==> config.mk <==
export PLATFORM = sky130hd
export DESIGN_NAME = pipe_stage_skid
export DESIGN_NICKNAME = d
export VERILOG_FILES = /design/src/rtl/pipe_pkg.sv /design/src/rtl/sat_counter.sv /design/src/rtl/pipe_stage_skid.sv
export SDC_FILE = /design/constraint.sdc
export NUM_CORES = 1
export LEC_CHECK = 0
export CAP_MARGIN = 20
export CORE_MARGIN = 4
export CORE_UTILIZATION = 55
export DETAILED_ROUTE_END_ITERATION = 10
export GPL_TIMING_DRIVEN = 0
export PLACE_DENSITY = 0.81
export SYNTH_ARGS = -nofsm -noshare
export SYNTH_HDL_FRONTEND = slang
export SYNTH_SLANG_ARGS = --single-unit
==> constraint.sdc <==
create_clock -name clk -period 5.65 [get_ports clk]
set_input_delay 0.565 -clock clk [delete_from_list [all_inputs] [get_ports clk]]
set_output_delay 0.565 -clock clk [all_outputs]
set_load 0.02 [all_outputs]
==> src/rtl/pipe_pkg.sv <==
// Shared types and helpers for the skid-buffered pipeline stage.
package pipe_pkg;

  // Occupancy of the stage: nothing held, main entry only, main plus skid entry.
  typedef enum logic [1:0] {
    S_EMPTY = 2'd0,
    S_FULL  = 2'd1,
    S_SKID  = 2'd2
  } pipe_state_t;

  // Increment v, holding at the all-ones value of a w-bit counter.
  function automatic logic [63:0] sat_inc(input logic [63:0] v, input int w);
    logic [63:0] max_v;
    max_v = (w >= 64) ? '1 : ((64'd1 << w) - 64'd1);
    return (v >= max_v) ? max_v : v + 64'd1;
  endfunction

endpackage

==> src/rtl/sat_counter.sv <==
// Saturating event counter; sticks at all-ones once reached.
module sat_counter
  import pipe_pkg::*;
#(
  parameter int W = 16
) (
  input  logic         clk,
  input  logic         rst,
  input  logic         inc,
  output logic [W-1:0] count
);

  // Count one per cycle with inc high; reset clears.
  always_ff @(posedge clk or posedge rst) begin
    if (rst)      count <= '0;
    else if (inc) count <= W'(sat_inc(64'(count), W));
  end

endmodule

==> src/rtl/pipe_stage_skid.sv <==
// Inter-stage pipeline register with valid/ready handshake, optional skid
// entry for full throughput under back-pressure, flush-to-bubble, and
// saturating stall/bubble counters.
module pipe_stage_skid
  import pipe_pkg::*;
#(
  parameter int DATA_W = 32,
  parameter int CTRL_W = 16,
  parameter int SKID   = 1,
  parameter int CNT_W  = 16
) (
  input  logic              clk,
  input  logic              rst,
  input  logic              in_valid,
  output logic              in_ready,
  input  logic [CTRL_W-1:0] in_ctrl,
  input  logic [DATA_W-1:0] in_data,
  input  logic              flush,
  output logic              out_valid,
  input  logic              out_ready,
  output logic [CTRL_W-1:0] out_ctrl,
  output logic [DATA_W-1:0] out_data,
  output logic [CNT_W-1:0]  stall_cnt,
  output logic [CNT_W-1:0]  bubble_cnt
);

  pipe_state_t       state_q, state_d;
  logic              push, pop;
  logic              skid_load;
  logic [CTRL_W-1:0] main_ctrl_q, main_ctrl_d;
  logic [DATA_W-1:0] main_data_q, main_data_d;
  logic [CTRL_W-1:0] skid_ctrl;
  logic [DATA_W-1:0] skid_data;
  logic              stall_inc, bubble_inc;

  assign out_valid = (state_q != S_EMPTY);
  assign out_ctrl  = main_ctrl_q;
  assign out_data  = main_data_q;

  // A flushed input is never accepted; a pop in a flush cycle still completes downstream.
  assign push = in_valid & in_ready & ~flush;
  assign pop  = out_valid & out_ready;

  // State register.
  always_ff @(posedge clk or posedge rst) begin
    if (rst) state_q <= S_EMPTY;
    else     state_q <= state_d;
  end

  // Next state and main-entry load; flush overrides everything.
  always_comb begin
    state_d     = state_q;
    main_ctrl_d = main_ctrl_q;
    main_data_d = main_data_q;
    skid_load   = 1'b0;
    unique case (state_q)
      S_EMPTY: begin
        if (push) begin
          state_d     = S_FULL;
          main_ctrl_d = in_ctrl;
          main_data_d = in_data;
        end
      end
      S_FULL: begin
        if (push && pop) begin
          main_ctrl_d = in_ctrl;
          main_data_d = in_data;
        end else if (push && (SKID != 0)) begin
          state_d   = S_SKID;
          skid_load = 1'b1;
        end else if (pop) begin
          // ctrl reads as zero whenever the stage is empty
          state_d     = S_EMPTY;
          main_ctrl_d = '0;
        end
      end
      S_SKID: begin
        if (pop) begin
          state_d     = S_FULL;
          main_ctrl_d = skid_ctrl;
          main_data_d = skid_data;
        end
      end
      default: state_d = S_EMPTY;
    endcase
    if (flush) begin
      state_d     = S_EMPTY;
      main_ctrl_d = '0;
      main_data_d = '0;
      skid_load   = 1'b0;
    end
  end

  // Main entry registers.
  always_ff @(posedge clk or posedge rst) begin
    if (rst) begin
      main_ctrl_q <= '0;
      main_data_q <= '0;
    end else begin
      main_ctrl_q <= main_ctrl_d;
      main_data_q <= main_data_d;
    end
  end

  generate
    if (SKID != 0) begin : g_skid
      logic [CTRL_W-1:0] ctrl_q;
      logic [DATA_W-1:0] data_q;
      logic              rdy_q;

      // Skid entry catches the word accepted while main is stalled.
      always_ff @(posedge clk or posedge rst) begin
        if (rst) begin
          ctrl_q <= '0;
          data_q <= '0;
        end else if (flush) begin
          ctrl_q <= '0;
          data_q <= '0;
        end else if (skid_load) begin
          ctrl_q <= in_ctrl;
          data_q <= in_data;
        end
      end

      // Registered ready: low only while both entries are occupied, so
      // out_ready never reaches in_ready combinationally.
      always_ff @(posedge clk or posedge rst) begin
        if (rst) rdy_q <= 1'b1;
        else     rdy_q <= (state_d != S_SKID);
      end

      assign skid_ctrl = ctrl_q;
      assign skid_data = data_q;
      assign in_ready  = rdy_q;
    end else begin : g_noskid
      logic unused_skid_load;
      assign unused_skid_load = skid_load;
      assign skid_ctrl        = '0;
      assign skid_data        = '0;
      assign in_ready         = ~out_valid | out_ready;
    end
  endgenerate

  assign stall_inc  = out_valid & ~out_ready;
  assign bubble_inc = ~out_valid;

  sat_counter #(.W(CNT_W)) u_stall_cnt (
    .clk   (clk),
    .rst   (rst),
    .inc   (stall_inc),
    .count (stall_cnt)
  );

  sat_counter #(.W(CNT_W)) u_bubble_cnt (
    .clk   (clk),
    .rst   (rst),
    .inc   (bubble_inc),
    .count (bubble_cnt)
  );

endmodule

After elaboration in Yosys (flattened, before gate mapping)

Cells that the tools add are included.

$add $sub $neg: 2
$mul: 0
Div/mod/pow operators: 0
$lt $le $gt $ge: 2
Equal/unequal tests: 8
Shift operators: 0
Mux-type cells: 29
Bitwise gates (word level): 6
Reduce and logical (&&, ||, !) cells: 7

Operators by type and width:

| kind                                                            | number |
|---|---|
| 32-bit two-way mux                                              | 6 |
| 16-bit two-way mux                                              | 10 |
| 32-bit one-hot mux with 3 select lines                          | 1 |
| 16-bit one-hot mux with 3 select lines                          | 1 |
| 16-bit by 1-bit adder with 16-bit output, second input constant | 2 |
| 16-bit >= comparator, second input constant                     | 2 |
| 2-bit two-way mux                                               | 6 |
| 3-bit != test, second input constant                            | 3 |
| 4-bit != test, second input constant                            | 2 |
| 2-bit one-hot mux with 3 select lines                           | 1 |
| 5-bit AND reduction                                             | 1 |
| 1-bit bitwise AND                                               | 4 |
| 1-bit two-way mux                                               | 4 |
| 4-bit AND reduction                                             | 1 |
| 2-bit nonzero test                                              | 2 |
| 4-bit nonzero test                                              | 1 |
| 2-bit by 1-bit == test with 1-bit output, second input constant | 1 |
| 2-bit == test, second input constant                            | 1 |
| 2-bit logical NOT                                               | 1 |
| 2-bit != test, second input constant                            | 1 |
| 1-bit inverter                                                  | 2 |
| 1-bit logical AND                                               | 1 |

Flip-flop bits (word level): 131
Latch bits: 0
RAM bits: 0
Bits in read-only memories: 0
Output and inout bits: 82
Word-level logic and storage cells: 62
Memories kept: 0

Depth between registers and ports, before layout

Word-level depth: 8
Gate-level depth with buffers: 9

By module

Synthesis repeated with hierarchy kept, for this count alone.

Cells, all modules: 626
Area total of the unflattened synthesis: 6,397.4 sq um

By module, submodules not included:

| module          | instances | cells each | area an instance (sq um) |
|---|---|---|---|
| pipe_stage_skid | 1         | 464        | 4,743.3 |
| sat_counter     | 2         | 81         | 827.0 |

Least setup slack after synthesis

No wires, ideal clock.

Kind: flip-flop to flip-flop
Start: reg state_q[0]
End: reg u_stall_cnt.count[12]
Setup time: 128 ps
Arrival time: 1,805 ps
Path slack: 3,718 ps
Stages on the path, launching flop included: 9
Buffers on the path: 2
Cell sequence: dfrtp_1 -> inv_1 -> ha_1 -> buf_6 -> nor4bb_1 -> buf_2 -> nor3b_2 -> nand3_1 -> mux2_1

Cells in the longest elaborated chain, start to end: 2

RTL lines:

| what                     | line                   | RTL |
|---|---|---|
| start: declaration       | pipe_stage_skid.sv:27  | `pipe_state_t state_q, state_d;` |
| start signal: assignment | pipe_stage_skid.sv:47  | `else state_q <= state_d;` |
| 2-bit nonzero test       | pipe_stage_skid.sv:36  | `assign out_valid = (state_q != S_EMPTY);` |
| 1-bit bitwise AND        | pipe_stage_skid.sv:144 | `assign stall_inc = out_valid & ~out_ready;` |
| end signal: assignment   | sat_counter.sv:16      | `else if (inc) count <= W'(sat_inc(64'(count), W));` |
| end: declaration         | sat_counter.sv:10      | `output logic [W-1:0] count` |

No other way between the ends.
A chain may end at the register's enable or synchronous reset.

Worst setup path after layout

Start: reg state_q[0]
End: out out_valid

Cells in the longest elaborated chain, start to end: 1

RTL lines:

| what               | line                  | RTL |
|---|---|---|
| 2-bit nonzero test | pipe_stage_skid.sv:36 |  |
| end: declaration   | pipe_stage_skid.sv:19 | `output logic out_valid,` |

No other way between the ends.

==> impl_results.md <==
- Synth cell types: 52
- Worst hold path class: reg2reg
- Asr flop ratio synth: 100%
- Setup crit end kind: primary output
- Layout cell share with drive strength beyond 1: 12.7%
- Port bufs: 133
- Initial antenna violation count: 0
- Adder-Cell Fraction of Synth Area: 1.16%
- Simple-gate area share of the yosys netlist: 16.5%
- Worst Setup EP: out_valid
- Setup crit start: state_q[0]
- Startpoint types: flip-flop
- Post-synthesis mux area share: 5.78%
- Drt first pass iters: 5
- Compound-Gate Fraction of Synth Area: 19.5%
- Count of pins over their slew limit: 0
- Final period utilization: 46.1%
- Die width: 116 um
- Power per cell area: 359 mW/mm2
- Register area: 0.00328 mm2
- Clock Power Share: 39.4%
- Routability cong.: 0.814
- Met3 usage: 6.06%
- CP Max Fanout: 9
- FF-to-FF setup slack: 3.13 ns
- Reg2reg end: out_data[0]
- Largest family of logic cells by synthesized area: compound AO/OA/AOI/OAI gates
- Setup-failing EPs final: 0
- CP Depth: 5
- Bufs and invs on worst path: 4
- Clock sink total: 131
- Total Neg Setup Slack: 0 ns
- Post-CTS setup buffers: 0
- Pin count of the biggest net entering global routing: 74
- Worst Path Arrival: 2.04 ns
- Sw frac: 28.9%
- Final wirelength: 17,200 um
- RSZ-0062 raised after global routing: false
- Mapped Cells: 613
- XOR/XNOR share of the synthesized area: 2.17%
- Final Worst Setup Slack: 3.04 ns
- Worst skew pair latency: 0.42 ns
- Iteration-0 DRC Markers: 436
- M2 GR Usage: 43.3%
- Die Span Y: 116 um
- Via count: 5,428
- Rel. slew slack: 49.5%
- CP max-delay cell: clkdlybuf4s50_1
- Mapped Area: 0.00645 mm2
- Vias in the first global route: 5,555
- Dpl ws: 2.87 ns
- Syn_nets: 672
- CTS clock-pin slew for the worst setup and hold paths: 0.05 ns
- Root buffer cell: clkbuf_16
- Combinational fraction of design power: 23.5%
- Pint: 2.21 mW
- Starting density of the core: 56.2%
- # rows: 39
- Drt drc: 0
- Hold path cells: 1
- RR Startpoint: state_q[0]
- CP Class: reg2out
- Synthesized flop and latch total: 131
- Top FF cell, synth: dfrtp_1
- GR met1 Demand/Resource: 34.2%
- R2r worst-path depth: 9
- Max VDD drop: 228 uV
- Avg Synthesized Cell Area: 10.5 um2
- Max Cap Violations: 0
- Number of flops mapped to enable cells by yosys: 0
- Area of the multi-input gates: 0.00291 mm2
- Synth Warn #: 0
- Reg power frac: 37.0%
- Commonest non-fill, non-tap cell in the layout: clkdlybuf4s50_1
- Number of fillers in the final layout: 798
- First-pass GRT wire length: 27,900 um
- Detail Route Antenna Nets: 0
- Achievable frequency: 0.384 GHz
- Routed WL per cell: 18.7 um
- Static Leak: 3.58 nW
- Least-Margin Pin Slew: 0.757 ns
- # IOs: 135
- CTS tree: built
- CP Data Required Time: 5.09 ns
- Most frequent cells in the layout: 133 x clkdlybuf4s50_1, 130 x dfrtp_1, 74 x nand2_1, 51 x nand2b_1, 49 x o21ai_0
- Post-CTS Hold Fix Bufs: 0
- GRT Total Usage: 26.4%
- GR peak layer: met2
- Status: finished clean
- Crit path max-delay family: buffers and inverters
- Die area: 0.0135 mm2
- Register area share after synthesis: 50.9%
- Clock Path Buffers: 2
- Core Area: 0.0115 mm2
- Area Growth Syn to Fin: 34.2%
- Final Total Pwr: 3.10 mW
- Tmin final: 2.61 ns
- Critical Path, Cell by Cell: inv_1 -> ha_1 -> buf_6 -> inv_2 -> clkdlybuf4s50_1
- Final count of hold timing violations: 0
- Placed wire-length estimate: 12,000 um
- CTS resizes: 0
- Total CTS buffers: 17
- Max incr delay on CP: 0.63 ns
- Final net count: 825
- Switch Pwr: 0.898 mW
- Drt via density: 5.89
- # diodes: 0
- H-tree levels: 4
- Hold Startpoint: out_ctrl[10]
- Layout Skew: 0.00615 ns
- Global route total overflow: 0
[power by group through the flow]
stage | Sequential, mW | Clock [mW] | Combinational, mW
after floorplan | 1.25 | 0 | 0.311
after global placement | 1.16 | 0 | 0.703
after detailed placement | 1.16 | 0 | 0.730
after CTS | 1.15 | 1.24 | 0.735
after global routing | 1.16 | 1.29 | 0.785
final | 1.15 | 1.22 | 0.730
[per-stage QoR]
step	instance area, um2	hold WS (ns)	cells	utilization [%]
floorplan	6450	0.505	613	-
global placement	7960	0.478	889	69.4
detailed placement	7990	0.479	890	69.7
CTS	8650	0.494	922	75.4
global route	8650	0.508	922	75.4
finish	8650	0.489	922	75.4
[final cells by class]
type	instances	share of cell area [%]
flip-flops and latches	131	37.9
multi-input cells	430	33.7
repair buffers	134	15.7
clock buffers	23	5.64
plain buffers	43	2.56
well taps	143	2.07
clock inverters	9	2.01
inverters	9	0.448
[metal layers]
layer  share of wire, %  routed length (um)  vias to the layer above
met1                 42                7270                     2708
met4                2.5                 432                        0
met3                5.1                 874                       34
li1                   -                   -                     2500
met2                 50                8650                      186
met5                  0                   0                        -
[flip-flops by register name, summed over array words and instances, names as in the netlist]
register,count
state_q,2
u_bubble_cnt.count,16
g_skid.ctrl_q,16
in_ready,1
out_ctrl,16
u_stall_cnt.count,16
out_data,32
g_skid.data_q,32
[logic make-up (layout without fill, tap and decap cells)]
logic type,after synthesis,after routing
XOR/XNOR,16,16
AO/OA/AOI/OAI,172,172
AND/OR/NAND/NOR,199,199
multiplexers,37,37
buffers and inverters,52,218
flip-flops,131,131
adder cells (fa/ha/maj),6,6
[cell usage after synthesis (3+ instances only)]
cell type  number  share of area, %
a211oi_1        3              0.35
a211oi_2       30               5.8
a21oi_1        41               3.2
a22oi_1        16               1.9
a31oi_1         5              0.49
and2_1          4              0.39
and3_1          7              0.68
and4_1          3              0.41
buf_1           4              0.23
buf_2          18               1.4
buf_6           4              0.70
clkbuf_1       15              0.87
dfrtp_1       130                50
ha_1            6               1.2
inv_1           8              0.47
mux2i_1        35               5.4
nand2_1        74               4.3
nand2b_1       51               4.9
nand3_1        15               1.2
nand4_1         8              0.78
nor2_1         14              0.82
nor3_1          4              0.31
nor4_1          3              0.29
o21ai_0        49               3.8
o21ai_1         4              0.31
o2bb2ai_1      16               2.2
xnor2_1        10               1.4
xor2_1          6              0.82
[how the worst min path moves through the flow]
stage | endpoint | slack, ns
floorplan | g_skid.data_q[0] | 0.51
global placement | out_ctrl[2] | 0.48
detailed placement | out_ctrl[10] | 0.48
finish | out_ctrl[10] | 0.49
CTS | out_ctrl[10] | 0.49
global route | out_ctrl[13] | 0.51
No activity file was read; power rests on OpenSTA's default activity.
